## src/rtl/fifo_word_packer.sv

```systemverilog
// fifo_word_packer: reads PACK_BYTES FIFO entries and presents them as one little-endian word on valid/ready.
// Define PACK_FLUSH_EN to add the flush input and out_cnt output, which allow a partial word to be emitted.
module fifo_word_packer #(
  parameter int DATA_WIDTH = 8,
  parameter int PACK_BYTES = 4
) (
  input  logic                               clk,
  input  logic                               reset_n,
`ifdef PACK_FLUSH_EN
  input  logic                               flush,
  output logic [$clog2(PACK_BYTES+1)-1:0]    out_cnt,
`endif
  output logic                               rd_en,
  input  logic [DATA_WIDTH-1:0]              rd_data,
  input  logic                               rd_val,
  output logic [PACK_BYTES*DATA_WIDTH-1:0]   out_data,
  output logic                               out_valid,
  input  logic                               out_ready
);
  localparam int CW = $clog2(PACK_BYTES + 1);
  typedef enum logic {ACCUM, HOLD} state_t;
  state_t                           r_state;
  logic [CW-1:0]                    r_cnt;
  logic                             r_pending;
  logic [PACK_BYTES*DATA_WIDTH-1:0] r_data;
  logic                             r_valid;
  logic                             w_take;
  logic                             w_last;
  logic [CW:0]                      w_fill;
  logic                             w_block;
  assign w_take = r_pending & rd_val;
  assign w_last = r_cnt == CW'(PACK_BYTES - 1);
  assign w_fill = {1'b0, r_cnt} + (CW+1)'(r_pending);
`ifdef PACK_FLUSH_EN
  logic          r_flush_req;
  logic [CW-1:0] r_out_cnt;
  assign w_block = r_flush_req;
  assign out_cnt = r_out_cnt;
`else
  assign w_block = 1'b0;
`endif
  // rd_val is only trusted the cycle after our own rd_en, so stale FIFO valids never count
  assign rd_en     = reset_n && r_state == ACCUM && w_fill < (CW+1)'(PACK_BYTES) && !w_block;
  assign out_data  = r_data;
  assign out_valid = r_valid;
  always_ff @(posedge clk or negedge reset_n) begin
    if (!reset_n) begin
      r_state   <= ACCUM;
      r_cnt     <= '0;
      r_pending <= 1'b0;
      r_data    <= '0;
      r_valid   <= 1'b0;
`ifdef PACK_FLUSH_EN
      r_flush_req <= 1'b0;
      r_out_cnt   <= '0;
`endif
    end else begin
      r_pending <= rd_en;
      if (r_state == ACCUM) begin
        if (w_take) begin
          for (int i = 0; i < PACK_BYTES; i++)
            if (r_cnt == CW'(i)) r_data[i*DATA_WIDTH +: DATA_WIDTH] <= rd_data;
          r_cnt <= r_cnt + CW'(1);
          if (w_last) begin
            r_state <= HOLD;
            r_valid <= 1'b1;
          end
        end
`ifdef PACK_FLUSH_EN
        if (w_take && w_last) begin
          r_flush_req <= 1'b0;
          r_out_cnt   <= CW'(PACK_BYTES);
        end else if (r_flush_req && !r_pending) begin
          r_flush_req <= 1'b0;
          if (r_cnt != '0) begin
            r_state   <= HOLD;
            r_valid   <= 1'b1;
            r_out_cnt <= r_cnt;
          end
        end else if (flush && (r_cnt != '0 || r_pending)) begin
          r_flush_req <= 1'b1;
        end
`endif
      end else if (r_valid && out_ready) begin
        r_valid <= 1'b0;
        r_cnt   <= '0;
        r_data  <= '0;
        r_state <= ACCUM;
      end
    end
  end
endmodule

```

## config.mk

```make
export PLATFORM = sky130hd
export DESIGN_NAME = fifo_word_packer
export DESIGN_NICKNAME = d
export VERILOG_FILES = /design/src/rtl/fifo_word_packer.sv
export SDC_FILE = /design/constraint.sdc
export NUM_CORES = 1
export LEC_CHECK = 0
export BUFFER_PORTS_ARGS = -buffer_cell sky130_fd_sc_hd__buf_2
export CORE_UTILIZATION = 51
export DETAILED_ROUTE_END_ITERATION = 6
export GPL_TIMING_DRIVEN = 0
export HOLD_SLACK_MARGIN = 0.15
export PLACE_DENSITY = 0.78
export SYNTH_ARGS = -nofsm -noshare
export SYNTH_HDL_FRONTEND = slang
export SYNTH_SLANG_ARGS = --single-unit
```

## constraint.sdc

```tcl
create_clock -name clk -period 1.8 [get_ports clk]
set_input_delay 0.18 -clock clk [delete_from_list [all_inputs] [get_ports clk]]
set_output_delay 0.18 -clock clk [all_outputs]
set_load 0.02 [all_outputs]
```

==> impl_metrics.env, run 1 <==
export IMPL_pwr_share_seq_pct=41.9
export IMPL_cts_buffers_inserted=5
export IMPL_drive_above_1_share_pct=32.32
export IMPL_switchingPower_w=0.001402
export IMPL_violations="negative hold slack"
export IMPL_slew_headroom_pct=44.56
export IMPL_crit_fanout=4
export IMPL_finalWorstSetupSlack_ns=0.1686
export IMPL_worst_slew_pin_slew_ns=0.8316
export IMPL_ys_types=18
export IMPL_grt_pass1_vias=1228
export IMPL_p_per_area_nw_per_um2=1664
export IMPL_fin_skew_ns=0.01513
export IMPL_finalNetCount=214
export IMPL_syn_nets=153
export IMPL_power_share_clock_pct=16.5
export IMPL_met1_usage_pct=29.58
export IMPL_dr_first_iter_drc_count=68
export IMPL_placed_area_um2=1919
export IMPL_vias=1207
export IMPL_synth_seq_area_share_pct=58.02
export IMPL_peakVddDrop_mv=0.7606
export IMPL_crit_type="flip-flop to output port"
export IMPL_clock_sinks=38
export IMPL_grt_use_total_pct=22.48
export IMPL_r2r_setup_slack_ns=0.19
export IMPL_p_int_w=0.002071
export IMPL_rsz0062_at_grt="no"
export IMPL_use_met2_pct=34.15
export IMPL_required_ns=1.62
export IMPL_grt_pass1_wl_um=5630
export IMPL_gr_total_overflow=0
export IMPL_clk_path_buf_depth=2
export IMPL_viasPerCell=4.988
export IMPL_leakage_nw=1.236
export IMPL_cap_violations=0
export IMPL_layout_common_cells="buf_2, dfrtp_1, nand2_1"
export IMPL_syn_to_final_growth_pct=27.33
export IMPL_root_buffer="clkbuf_4"
export IMPL_clk_pin_slew_ns=0.12
export IMPL_nFillCells=238
export IMPL_syn_area_um2=1639
export IMPL_cts_hold_fix_buffers=9
export IMPL_fin_crit_ns=1.631
export IMPL_cts_tree="built"
export IMPL_grt_max_degree=40
export IMPL_die_area_um2=3445
export IMPL_finalCritPeriodShare_pct=90.63
export IMPL_dp_slack_ns=0.2195
export IMPL_antenna_found_initial=0
export IMPL_crit_path_start_kind="flip-flop"
export IMPL_clock_fmax_ghz=0.6130
export IMPL_start_util_pct=53.69
export IMPL_hold_viol=38
export IMPL_hold_path_class="primary input to async pin"
export IMPL_wirelength_um=3299
export IMPL_p_comb_share_pct=41.7
export IMPL_num_rows=20
export IMPL_post_route_drc_count=0
export IMPL_io_buffers=45
export IMPL_ant_nets=0
export IMPL_syn_inst=136
export IMPL_tns_ns=0
export IMPL_whs_ns=-0.08112
export IMPL_place_inst=225
export IMPL_syn_area_per_cell_um2=12.05
export IMPL_status="finished, violations left"
export IMPL_use_met3_pct=5.714
export IMPL_final_common_cell="buf_2"
export IMPL_wl_per_cell_um=13.63
export IMPL_first_pass_iters=4
export IMPL_chipWidth_um=58.69
export IMPL_place_gp_congestion=0.7528
export IMPL_drv_slew=0
export IMPL_final_cells=242
export IMPL_n_antenna_cell=0
export IMPL_setup_viol=0
export IMPL_clock_latency_ns=0.35
export IMPL_die_h_um=58.69
export IMPL_ioPinCount=46
export IMPL_hpwl_um=2249
export IMPL_cts_max_level=2
export IMPL_grt_busiest_layer="met2"
export IMPL_swShare_pct=40.38
export IMPL_core_area_um2=3053
export IMPL_worst_ep_arrival_time_ns=1.45
export IMPL_end_kind="output port"
export IMPL_yosys_register_bits=38
export IMPL_fin_area_um2=2087
export IMPL_yosysWarnings=0
power groups by stage:
stage | combinational (W) | clock [W] | sequential [W]
after floorplan | 0.000578 | 0 | 0.00184
after global routing | 0.00160 | 0.000626 | 0.00150
final | 0.00145 | 0.000572 | 0.00145
after CTS | 0.00147 | 0.000583 | 0.00145
after detailed placement | 0.00145 | 0 | 0.00147
after global placement | 0.00140 | 0 | 0.00145
synth_stat cells (all sizes together):
master  instances  area, µm²
nor2            1      6.260
nor2b           1      6.260
a31oi           1      6.260
ha              5      62.56
buf             6      36.28
nor3b           1      12.51
inv            12      45.04
dfrtp          38      950.9
and4b           1      10.01
a22o            8      70.07
nand4           2      25.02
nand2          26      97.59
a21o            2      15.01
nand3b          1      20.02
o21ai           3      15.01
nand3           4      20.02
mux2i          24      240.2
cell families (layout without fill, tap and decap cells):
logic type | count (synthesis) | in the layout | synth area share (%)
buffers and inverters | 18 | 80 | 4.961
AND/OR/NAND/NOR | 37 | 37 | 12.06
AO/OA/AOI/OAI | 14 | 14 | 6.488
multiplexers | 24 | 24 | 14.66
flip-flops | 38 | 38 | 58.02
adder cells (fa/ha/maj) | 5 | 5 | 3.817
flip-flops by register name, summed over array words and instances (netlist names):
register / cells
r_state: 1
r_cnt: 3
out_valid: 1
out_data: 32
r_pending: 1
metrics by stage:
stage               power [W]  util [%]
floorplan            0.002416         -
global placement     0.002853     62.87
detailed placement   0.002914     62.87
CTS                  0.003504     68.36
global route         0.003725     68.36
finish               0.003473     68.36
final timing paths:
| path | cells after the start | from | to |
|---|---|---|---|
| worst max-delay path | 4 | r_cnt[2] | rd_en |
| max in group asynchronous | 1 | reset_n | out_data[30] |
| worst min register to register | 1 | out_data[28] | out_data[28] |
| worst max register to register | 5 | r_cnt[0] | out_data[25] |
| min in group clk | 3 | rd_val | r_cnt[1] |
| worst min-delay path | 1 | reset_n | out_data[12] |
final cells by class:
class	instances	area [µm²]	share of cell area (%)
timing repair buffer	54	315.3	15.11
tap	44	55.05	2.638
sequential	38	950.9	45.56
multi-input combinational	80	606.8	29.08
inverter	12	45.04	2.158
buffer	6	36.28	1.739
clock inverter	3	40.04	1.918
clock buffer	5	37.54	1.799
layer usage:
layer	vias up	wire (µm)
met1	583	1514
met3	9	149
met4	0	70
met5	-	0
met2	37	1564
li1	578	-
critical path, stage by stage (launching register included):
cell     delay, ns
dfrtp_1       0.44
nor2_2        0.20
nand2_1       0.08
a31oi_1       0.20
buf_2         0.19
what timing repair did:
action	CTS	global route
resized for setup	0	0
endpoints found under the hold margin	62	38
setup endpoints to repair	0	0
buffers inserted	0	0
(Power assumes the default switching activity.)
==> run 2: changes to the inputs <==
Settings changed: SETUP_SLACK_MARGIN set to 0.4.
==> run 2 against run 1 <==
Sequential power about the same. The run still ends with negative hold slack left. Non-clock buffer count up 9. Largest power group is now combinational cells. Via count is 4.6% higher. Highest routed layer unchanged. Global-route usage rose by 1.8 points. Clock power is 3% higher. Register-to-register slack improved by 0.04 ns.
==> impl_metrics.env, run 2 (synthesis gave the netlist of run 1 again) <==
export IMPL_status="finished, violations left"
export IMPL_violations="negative hold slack"
export IMPL_ioPinCount=46
export IMPL_power_share_clock_pct=15.9
export IMPL_r2r_setup_slack_ns=0.23
export IMPL_antenna_found_initial=0
export IMPL_cts_buffers_inserted=5
export IMPL_place_gp_congestion=0.8118
export IMPL_slew_headroom_pct=68.86
export IMPL_clock_fmax_ghz=0.6373
export IMPL_grt_pass1_vias=1289
export IMPL_p_int_w=0.002248
export IMPL_worst_slew_pin_slew_ns=0.4671
export IMPL_final_cells=250
export IMPL_leakage_nw=1.288
export IMPL_gr_total_overflow=0
export IMPL_place_inst=225
export IMPL_dp_slack_ns=0.2330
export IMPL_end_kind="flip-flop"
export IMPL_dr_first_iter_drc_count=36
export IMPL_p_comb_share_pct=44.6
export IMPL_whs_ns=-0.2203
export IMPL_worst_ep_arrival_time_ns=1.81
export IMPL_wirelength_um=3720
export IMPL_clk_path_buf_depth=2
export IMPL_post_route_drc_count=0
export IMPL_fin_util_pct=72.21
export IMPL_grt_pass1_wl_um=6037
export IMPL_crit_fanout=8
export IMPL_fin_crit_ns=1.569
export IMPL_first_pass_iters=4
export IMPL_die_area_um2=3445
export IMPL_finalWorstSetupSlack_ns=0.2308
export IMPL_grt_use_total_pct=24.24
export IMPL_n_antenna_cell=0
export IMPL_finalCritPeriodShare_pct=87.18
export IMPL_rsz0062_at_grt="yes"
export IMPL_peakVddDrop_mv=0.9720
export IMPL_root_buffer="clkbuf_4"
export IMPL_viasPerCell=5.052
export IMPL_chipWidth_um=58.69
export IMPL_core_area_um2=3053
export IMPL_crit_type="flip-flop to flip-flop"
export IMPL_cap_violations=0
export IMPL_hold_viol=38
export IMPL_fin_skew_ns=0.009938
export IMPL_clock_latency_ns=0.34
export IMPL_drive_above_1_share_pct=37.86
export IMPL_pwr_share_seq_pct=39.6
export IMPL_layout_common_cells="buf_2, dfrtp_1, nand2_1"
export IMPL_cts_max_level=2
export IMPL_vias=1263
export IMPL_finalNetCount=223
export IMPL_hold_path_class="primary input to async pin"
export IMPL_tns_ns=0
export IMPL_wl_per_cell_um=14.88
export IMPL_ant_nets=0
export IMPL_final_common_cell="buf_2"
export IMPL_cts_hold_fix_buffers=9
export IMPL_setup_viol=0
export IMPL_swShare_pct=39.42
export IMPL_required_ns=2.04
export IMPL_clk_pin_slew_ns=0.11
export IMPL_clock_sinks=38
export IMPL_drv_slew=0
export IMPL_num_rows=20
export IMPL_largest_reg_flops=32
export IMPL_switchingPower_w=0.001463
export IMPL_p_per_area_nw_per_um2=1683
export IMPL_grt_max_degree=40
export IMPL_io_buffers=45
export IMPL_crit_path_start_kind="flip-flop"
export IMPL_die_h_um=58.69
export IMPL_cts_tree="built"
export IMPL_syn_to_final_growth_pct=34.50
export IMPL_hpwl_um=2386
export IMPL_start_util_pct=53.69
run 2: metrics by stage:
| stage | hold slack (ns) | instance area (µm²) | power [W] |
|---|---|---|---|
| 2_1_floorplan | -0.1156 | 1648 | 0.002420 |
| 3_3_place_gp | 0.3104 | 1928 | 0.002869 |
| 3_5_place_dp | 0.3305 | 1928 | 0.002942 |
| 4_1_cts | -0.2030 | 2148 | 0.003638 |
| 5_1_grt | -0.1978 | 2205 | 0.003943 |
| 6_report | -0.2203 | 2205 | 0.003711 |
run 2: worst paths after layout:
check | depth (start not counted) | endpoint | start
max | 6 | out_data[24] | r_cnt[1]
min | 1 | out_data[29] | reset_n
max reg2reg | 6 | out_data[24] | r_cnt[1]
min reg2reg | 1 | out_data[28] | out_data[28]
max in group asynchronous | 1 | r_cnt[0] | reset_n
min in group clk | 4 | r_cnt[0] | rd_val
run 2: final cells by class:
cell class	instances	area, µm²
buffer	6	56.30
clock buffer	6	51.30
clock inverter	1	30.03
fill	233	848.3
inverter	12	45.04
multi-input combinational	80	620.6
sequential	38	954.7
tap	44	55.05
timing repair buffer	63	391.6
run 2: power groups by stage:
stage	logic [W]	clock network, W	registers [W]
2_1_floorplan	0.000581	0	0.00184
3_3_place_gp	0.00141	0	0.00146
3_5_place_dp	0.00147	0	0.00147
4_1_cts	0.00158	0.000601	0.00146
5_1_grt	0.00180	0.000642	0.00150
6_report	0.00165	0.000589	0.00147
run 2: metal layers:
metal	track usage [%]	part of all wire [%]	vias to the layer above
met2	37.77	50	47
met5	0	0	-
li1	-	-	594
met4	12.24	2.7	0
met3	4.615	4.0	14
met1	32.61	44	608
run 2: timing repair:
| action | 4_1_cts | 5_1_grt |
|---|---|---|
| resized for setup | 8 | 7 |
| hold endpoints to repair | 69 | 38 |
| pin swaps | 0 | 2 |
| buffers inserted | 4 | 5 |
| setup endpoints to repair | 20 | 38 |
run 2: worst max-delay path: stages, from the launching register on:
cell and delay (ns):
dfrtp_1 0.44, ha_2 0.21, ha_2 0.15, and4b_1 0.24, nor2b_1 0.06, buf_4 0.17, a22o_1 0.20
==> run 3: changes to the inputs <==
Settings changed: CELL_PAD_IN_SITES_DETAIL_PLACEMENT set to 1, CELL_PAD_IN_SITES_GLOBAL_PLACEMENT set to 1, CORE_UTILIZATION 51 to 40, PLACE_DENSITY 0.78 to not set, PLACE_DENSITY_LB_ADDON set to 0.1.
==> run 3 against run 2 <==
The flow still finishes with violations (negative hold slack). Sequential power up 3%. Hold slack improved by 0.068 ns. Utilization down 11 points. Register-to-register slack improved by 0.05 ns. Combinational power is 16% higher. Setup slack improved by 0.038 ns. First-iteration DRC count grew 22%. Power grew 12%. Non-clock buffer count grew 5. Final cell count increased by 3.6%.
==> impl_metrics.env, run 3 (synthesis gave the netlist of run 1 again) <==
export IMPL_dr_first_iter_drc_count=44
export IMPL_power_share_clock_pct=17.6
export IMPL_clk_pin_slew_ns=0.07
export IMPL_viasPerCell=4.992
export IMPL_chipWidth_um=66.02
export IMPL_die_h_um=66.02
export IMPL_setup_viol=0
export IMPL_cap_violations=0
export IMPL_slew_headroom_pct=66.99
export IMPL_largest_reg_flops=32
export IMPL_first_pass_iters=4
export IMPL_worst_slew_pin_slew_ns=0.4952
export IMPL_hpwl_um=2736
export IMPL_p_per_area_nw_per_um2=1787
export IMPL_io_buffers=45
export IMPL_reg2reg_depth=6
export IMPL_seqCellArea_um2=955.9
export IMPL_whs_ns=-0.1519
export IMPL_placed_area_um2=1933
export IMPL_cts_max_level=2
export IMPL_cts_hold_fix_buffers=6
export IMPL_leakage_nw=1.335
export IMPL_switchingPower_w=0.001635
export IMPL_die_area_um2=4358
export IMPL_finalCritPeriodShare_pct=85.06
export IMPL_finalNetCount=228
export IMPL_dp_slack_ns=0.2084
export IMPL_violations="negative hold slack"
export IMPL_crit_fanout=4
export IMPL_fin_crit_ns=1.531
export IMPL_required_ns=1.62
export IMPL_cts_tree="built"
export IMPL_tns_ns=0
export IMPL_grt_pass1_wl_um=7086
export IMPL_post_route_drc_count=0
export IMPL_cts_buffers_inserted=5
export IMPL_fin_skew_ns=0.005062
export IMPL_drv_slew=0
export IMPL_peakVddDrop_mv=0.7879
export IMPL_pwr_share_seq_pct=36.2
export IMPL_clk_path_buf_depth=2
export IMPL_final_common_cell="buf_2"
export IMPL_root_buffer="clkbuf_8"
export IMPL_fin_area_um2=2326
export IMPL_start_util_pct=43.15
export IMPL_nFillCells=413
export IMPL_grt_pass1_vias=1429
export IMPL_drive_above_1_share_pct=42.18
export IMPL_vias=1293
export IMPL_grt_max_degree=40
export IMPL_crit_type="flip-flop to output port"
export IMPL_clock_fmax_ghz=0.6531
export IMPL_fin_util_pct=61.23
export IMPL_crit_path_start_kind="flip-flop"
export IMPL_num_rows=22
export IMPL_gr_total_overflow=0
export IMPL_antenna_found_initial=0
export IMPL_core_area_um2=3799
export IMPL_layout_common_cells="buf_2, dfrtp_1, nand2_1"
export IMPL_grt_use_total_pct=22.67
export IMPL_wirelength_um=4708
export IMPL_end_kind="output port"
export IMPL_clock_latency_ns=0.29
export IMPL_multi_input_area_um2=658.1
export IMPL_n_antenna_cell=0
export IMPL_worst_ep_arrival_time_ns=1.35
export IMPL_rsz0062_at_grt="yes"
export IMPL_p_total_w=0.004157
export IMPL_p_int_w=0.002521
export IMPL_syn_to_final_growth_pct=41.91
export IMPL_hold_path_class="primary input to async pin"
export IMPL_ioPinCount=46
export IMPL_wl_per_cell_um=18.18
export IMPL_hold_viol=38
export IMPL_place_gp_congestion=0.7489
export IMPL_status="finished, violations left"
export IMPL_ant_nets=0
export IMPL_finalWorstSetupSlack_ns=0.2689
export IMPL_clock_sinks=38
export IMPL_swShare_pct=39.34
export IMPL_p_comb_share_pct=46.2
run 3: per-layer routing:
metal	global-route usage [%]	vias to the layer above	routed length [µm]
met5	0	-	0
met4	7.181	0	51
met3	4.483	5	170
met2	41.96	34	2530
met1	25.86	651	1957
li1	-	603	-
run 3: layout make-up:
cell class | count | area share (%)
clock inverter | 1 | 1.291
buffer | 6 | 2.152
timing repair buffer | 68 | 19.10
clock buffer | 6 | 3.550
multi-input combinational | 80 | 28.29
tap | 48 | 2.582
sequential | 38 | 41.10
inverter | 12 | 1.937
run 3: power by group through the flow:
stage / clock network, W / logic (W) / registers, W
finish: 0.000731 / 0.00192 / 0.00151
global route: 0.000787 / 0.00206 / 0.00155
CTS: 0.000740 / 0.00168 / 0.00148
detailed placement: 0 / 0.00149 / 0.00148
global placement: 0 / 0.00143 / 0.00146
floorplan: 0 / 0.000581 / 0.00184
run 3: worst max-delay path, stage by stage (launching register included):
cell,delay (ns)
dfrtp_2,0.45
nor2_4,0.15
nand2_2,0.10
a31oi_4,0.22
buf_6,0.15
run 3: timing repair:
action / 4_1_cts / 5_1_grt
setup buffers: 10 / 7
setup endpoints to repair: 27 / 39
gates resized for setup: 6 / 18
pin swaps: 1 / 5
hold endpoints to repair: 44 / 38
run 3: worst paths after layout:
kind                              start           end  slack, ns
setup / recovery               r_cnt[2]         rd_en       0.27
hold / removal                  reset_n     r_pending      -0.15
setup reg to reg               r_cnt[1]  out_data[26]       0.28
hold reg to reg            out_data[31]  out_data[31]       0.50
max in group asynchronous       reset_n      r_cnt[1]       1.57
min in group clk             rd_data[0]  out_data[24]       0.15
run 3: metrics by stage:
| step | cells | hold WS, ns |
|---|---|---|
| 2_1_floorplan | 136 | -0.1156 |
| 3_3_place_gp | 229 | 0.3210 |
| 3_5_place_dp | 229 | 0.3379 |
| 4_1_cts | 252 | -0.1288 |
| 5_1_grt | 259 | -0.1206 |
| 6_report | 259 | -0.1519 |
